[config.mk]
export PLATFORM = sky130hd
export DESIGN_NAME = irq_controller
export DESIGN_NICKNAME = d
export VERILOG_FILES = /design/src/rtl/irq_controller.sv
export SDC_FILE = /design/constraint.sdc
export NUM_CORES = 1
export LEC_CHECK = 0
export ABC_AREA = 1
export CAP_MARGIN = 20
export CORE_ASPECT_RATIO = 0.8
export CORE_MARGIN = 5
export CORE_UTILIZATION = 25
export CTS_CLUSTER_DIAMETER = 80
export DETAILED_ROUTE_END_ITERATION = 8
export PLACE_DENSITY = 0.51
export RECOVER_POWER = 100
export SLEW_MARGIN = 10
export SYNTH_ARGS = -nofsm -noshare
export SYNTH_HDL_FRONTEND = slang
export SYNTH_SLANG_ARGS = --single-unit
[constraint.sdc]
create_clock -name I_clk -period 1.1 [get_ports I_clk]
set_input_delay 0.22 -clock I_clk [delete_from_list [all_inputs] [get_ports I_clk]]
set_output_delay 0.22 -clock I_clk [all_outputs]
set_load 0.005 [all_outputs]
[src/rtl/irq_controller.sv]
// Interrupt controller: synchronises NUM_IRQ raw lines, latches edge/level pending state,
// masks by enable and arbitrates lowest-index-first behind a claim/complete register.
module irq_controller #(
    parameter int NUM_IRQ     = 8,
    parameter int SYNC_STAGES = 2
) (
    input  logic               I_clk,
    input  logic               I_rst,
    input  logic [NUM_IRQ-1:0] I_irq,
    input  logic               I_wen,
    input  logic               I_ren,
    input  logic [1:0]         I_addr,
    input  logic [31:0]        I_wdata,
    output logic [31:0]        O_rdata,
    output logic               O_extinterrupt
);

    logic [NUM_IRQ-1:0] sync_q [SYNC_STAGES];
    logic [NUM_IRQ-1:0] sdly_q;
    logic [NUM_IRQ-1:0] pending_q, pending_d;
    logic [NUM_IRQ-1:0] enable_q, enable_d;
    logic [NUM_IRQ-1:0] mode_q, mode_d;
    logic [NUM_IRQ-1:0] inservice_q, inservice_d;
    logic [31:0]        rdata_q, rdata_d;
    logic               ext_q, ext_d;

    logic [NUM_IRQ-1:0] sync_s;
    logic [NUM_IRQ-1:0] rise_s;
    logic [NUM_IRQ-1:0] cand_s;
    logic [NUM_IRQ-1:0] claim_mask_s;
    logic [NUM_IRQ-1:0] complete_mask_s;
    logic [31:0]        winner_id_s;
    logic               claim_s;

    assign O_rdata        = rdata_q;
    assign O_extinterrupt = ext_q;

    // Next-state logic: arbitration, claim/complete, register writes and read mux
    always_comb begin
        sync_s  = sync_q[SYNC_STAGES-1];
        rise_s  = sync_s & ~sdly_q;
        cand_s  = pending_q & enable_q & ~inservice_q;
        claim_s = I_ren && (I_addr == 2'd3) && (cand_s != '0);

        winner_id_s = 32'd0;
        for (int i = NUM_IRQ - 1; i >= 0; i--) begin
            winner_id_s = cand_s[i] ? 32'(i + 1) : winner_id_s;
        end
        // Isolating the lowest set bit gives the winner as a one-hot mask
        claim_mask_s = claim_s ? (cand_s & (~cand_s + NUM_IRQ'(1))) : '0;

        complete_mask_s = '0;
        for (int i = 0; i < NUM_IRQ; i++) begin
            complete_mask_s[i] = I_wen && (I_addr == 2'd3) && (I_wdata == 32'(i + 1));
        end
        complete_mask_s = complete_mask_s & inservice_q;

        pending_d   = (mode_q & ((pending_q & ~claim_mask_s) | rise_s)) | (~mode_q & sync_s);
        inservice_d = (inservice_q | claim_mask_s) & ~complete_mask_s;
        ext_d       = (cand_s != '0) && (inservice_q == '0);

        if (I_wen && (I_addr == 2'd1)) begin
            enable_d = I_wdata[NUM_IRQ-1:0];
        end else begin
            enable_d = enable_q;
        end
        if (I_wen && (I_addr == 2'd2)) begin
            mode_d = I_wdata[NUM_IRQ-1:0];
        end else begin
            mode_d = mode_q;
        end

        if (I_ren) begin
            case (I_addr)
                2'd0:    rdata_d = 32'(pending_q);
                2'd1:    rdata_d = 32'(enable_q);
                2'd2:    rdata_d = 32'(mode_q);
                2'd3:    rdata_d = winner_id_s;
                default: rdata_d = 32'd0;
            endcase
        end else begin
            rdata_d = rdata_q;
        end
    end

    // State registers with synchronous active-high reset
    always_ff @(posedge I_clk) begin
        if (I_rst) begin
            for (int k = 0; k < SYNC_STAGES; k++) begin
                sync_q[k] <= '0;
            end
            sdly_q      <= '0;
            pending_q   <= '0;
            enable_q    <= '0;
            mode_q      <= '0;
            inservice_q <= '0;
            rdata_q     <= 32'd0;
            ext_q       <= 1'b0;
        end else begin
            sync_q[0] <= I_irq;
            for (int k = 1; k < SYNC_STAGES; k++) begin
                sync_q[k] <= sync_q[k-1];
            end
            sdly_q      <= sync_s;
            pending_q   <= pending_d;
            enable_q    <= enable_d;
            mode_q      <= mode_d;
            inservice_q <= inservice_d;
            rdata_q     <= rdata_d;
            ext_q       <= ext_d;
        end
    end

endmodule

==> results by group <==
Status
  – Status: complete, but fails checks
  – Failing checks: negative setup slack

Power and ir drop
  – Clock share of power: 0.471
  – Leak pwr: approximately 2.1 nW
  – Psw: approximately 1.5 mW
  – PD cells: approximately 1200 mW/mm²
  – Worst VDD drop: roughly 0.00088 V
  – Flop pwr share: 0.411
  – Switching Share: 0.239
  – P_int: approximately 4.6 mW
  – Comb power frac: 0.119
  – Pwr Total: a little over 6 mW

Setup path
  – Reg2Reg Depth: 7
  – Worst-path fanout max: 5
  – Worst EP required: 1.33 ns
  – Worst setup path end: pending_q[2]
  – Worst setup SP type: register
  – Reg-to-reg setup timing slack: -0.20 ns
  – Worst Setup End Kind: register
  – Reg-to-Reg Start: inservice_q[6]
  – Arr. time, crit path: ~1.5 ns
  – Critical path startpoint: inservice_q[6]
  – Kind of critical path: reg2reg
  – R2R Path End: pending_q[2]

Placed design
  – DP HPWL: approximately 7600 µm
  – Port buffer count: between 50 and 60
  – Final RePlAce weighted congestion: just under 0.9
  – Inst Count DP: ~730
  – Worst slack, placed: -0.587 ns
  – Post-placement cell area: between 0.004 and 0.005 mm²

Global routing
  – Pin count of the biggest net entering global routing: 19
  – Vias in the first global route: 3027
  – Total gr overflow: 0
  – First-pass GRT wire length: around 15000 µm
  – Tot GR Track Use: 0.134
  – Antenna violations before repair: 0

Synth
  – Mapped Cells: ~450
  – Largest family of logic cells by synthesized area: simple AND/OR/NAND/NOR gates
  – Yosys warns: 0
  – Xor/xnor share of the synthesized area: 0
  – Synth Area in Simple Gates: 0.328
  – Mapped Avg Cell Area: roughly 7 µm²
  – Asr flop ratio synth: 0
  – Multiplexer share of the synthesized area: 0
  – Sequential-to-total area share from yosys stat: 0.416
  – Top_reg_cell synth: dfxtp_1
  – Synth unique cells: 32
  – EDFF count, synth: 0
  – Post-synthesis adder-cell area fraction: 0
  – Register bit total from synthesis: between 60 and 70
  – Mapped cell area: between 0.003 and 0.004 mm²
  – Post-synthesis compound-gate area fraction: 0.101

Clocking
  – CTS max path bufs: 2
  – Clock transition at path regs: approximately 0.05 ns
  – CTS tree: built
  – H-tree depth: 3
  – Num CTS Buffers: 9
  – # clock sinks: 65
  – Clk Latency, worst-skew pair: ~0.33 ns
  – CTS Hold Bufs: 0
  – Root Buffer Master: clkbuf_16

Routing
  – DR vias: 3225
  – Residual DRC count: 0
  – Final WL: ~9800 µm
  – Drt pass-1 iters: 5
  – Vias/cell: between 4 and 5
  – Avg WL per Cell: ~13 µm
  – DR iter-0 viols: approximately 190
  – Routed Antenna Nets: 0

Layout
  – Most frequent cells in the layout: 80 x nand2_1, 70 x buf_4, 66 x nor2_1
  – Most common cell after layout, fill and taps aside: nand2_1
  – Layout Area Growth over Synthesis: 55.6%
  – Nets: approximately 630
  – Ant diodes: 0
  – Share of cells above drive strength 1: 0.313
  – Final Instance Area: ~0.0049 mm²
  – Non-filler cells, final: between 700 and 800
  – Fin util: 0.399

Floorplanning
  – Core Rows: 36
  – I/O Pins: roughly 80
  – Die area: ~0.015 mm²
  – Core box area: between 0.01 and 0.015 mm²
  – Initial core utilization: 0.257
  – Die height: approximately 110 µm
  – Die X-Extent: approximately 140 µm

STA
  – Tmin final: between 1 and 1.5 ns
  – Clock Skew: 0.00483 ns
  – Final Setup Violations: 32
  – Fin. Hold Viols: 0
  – Fmax: approximately 770 MHz
  – Max-slew violations: 0
  – Final period utilization: 1.18
  – RSZ-0062 raised after global routing: true
  – Setup tns final: -2.85 ns
  – Hold_ws: roughly 0.38 ns
  – Final worst setup slack: -0.198 ns

Flow run
  – MaxCap Viol Count: 0

Min path
  – Hold Path Stages: 4
  – Hold Crit Class: in2reg
==> logic make-up (layout without fill, tap and decap cells) <==
family | after synthesis | after routing
AOI/OAI and AO/OA | 60 | 60
other | 1 | 24
DFF | 65 | 65
and+or+nand+nor | 224 | 226
buffers and inverters | 97 | 213
==> timing repair <==
item                       in CTS  in global routing
setup buffers                   6                  3
setup endpoints to repair      50                 44
pin swaps                      10                 17
gates resized for setup        75                 45
gates cloned                    1                  1
==> power by group through the flow <==
| stage | Sequential (mW) | Combinational [mW] | Clock [mW] |
|---|---|---|---|
| final | 2.50 | 0.723 | 2.86 |
| after detailed placement | 2.54 | 0.704 | 0 |
| after global placement | 2.54 | 0.697 | 0 |
| after global routing | 2.51 | 0.803 | 3.03 |
| after CTS | 2.50 | 0.715 | 2.93 |
| after floorplan | 2.53 | 0.342 | 0 |
==> state kept, by name, indices dropped and copies added (netlist names) <==
signal and count:
sync_q 16, O_rdata 8, enable_q 8, inservice_q 8, mode_q 8, pending_q 8
sdly_q 8, O_extinterrupt 1
==> layout make-up <==
cell class	count	area, µm²
Timing Repair Buffer	136	1160
Inverter	61	235
Clock inverter	4	51.3
Multi-Input combinational cell	310	1630
Fill cell	1231	7330
Tap cell	171	214
Clock buffer	12	246
Sequential cell	65	1330
==> worst min path at each step <==
stage / end / start / slack [ns]
2_1_floorplan: sync_q[0][0] / I_irq[0] / 0.33
3_3_place_gp: sync_q[0][15] / sync_q[0][7] / 0.39
6_report: mode_q[0] / I_wdata[0] / 0.38
4_1_cts: sync_q[0][0] / I_irq[0] / 0.38
5_1_grt: sync_q[0][0] / I_irq[0] / 0.39
3_5_place_dp: sync_q[0][15] / sync_q[0][7] / 0.39
==> synth_stat cells, types with 2 or more instances <==
| cell | count | share of area |
|---|---|---|
| nand2_1 | 87 | 0.10 |
| nor2_1 | 74 | 0.089 |
| dfxtp_1 | 65 | 0.42 |
| inv_1 | 58 | 0.070 |
| nand3_1 | 29 | 0.046 |
| a21oi_1 | 27 | 0.043 |
| buf_4 | 25 | 0.060 |
| o21ai_0 | 22 | 0.035 |
| nand4_1 | 11 | 0.022 |
| o21ai_1 | 5 | 0.0080 |
| buf_2 | 4 | 0.0064 |
| clkbuf_1 | 4 | 0.0048 |
| nand3_2 | 4 | 0.013 |
| nor3_1 | 4 | 0.0064 |
| a21oi_2 | 2 | 0.0056 |
| a31oi_1 | 2 | 0.0040 |
| a41oi_1 | 2 | 0.0056 |
| clkbuf_8 | 2 | 0.0088 |
| inv_2 | 2 | 0.0024 |
| nand2_2 | 2 | 0.0040 |
| nand2_4 | 2 | 0.0072 |
| nand3_4 | 2 | 0.011 |
| nand3b_1 | 2 | 0.0048 |
| nor2_2 | 2 | 0.0040 |
==> worst max-delay path, stage by stage, from the launching register on <==
cell,delay (ns)
dfxtp_2,0.33
nand3b_1,0.19
nand2_4,0.11
nor2_4,0.05
nand3_4,0.10
nand4_1,0.23
nand2_1,0.12
nand2_1,0.05
==> metal layers <==
metal | vias to the layer above | global-route usage | part of all wire
li1 | 1645 | - | -
met2 | 105 | 0.207 | 0.44
met4 | 0 | 0.0410 | 0.012
met5 | - | 0 | 0
met1 | 1462 | 0.186 | 0.48
met3 | 13 | 0.0336 | 0.071
No activity file was read; power rests on OpenSTA's default activity.
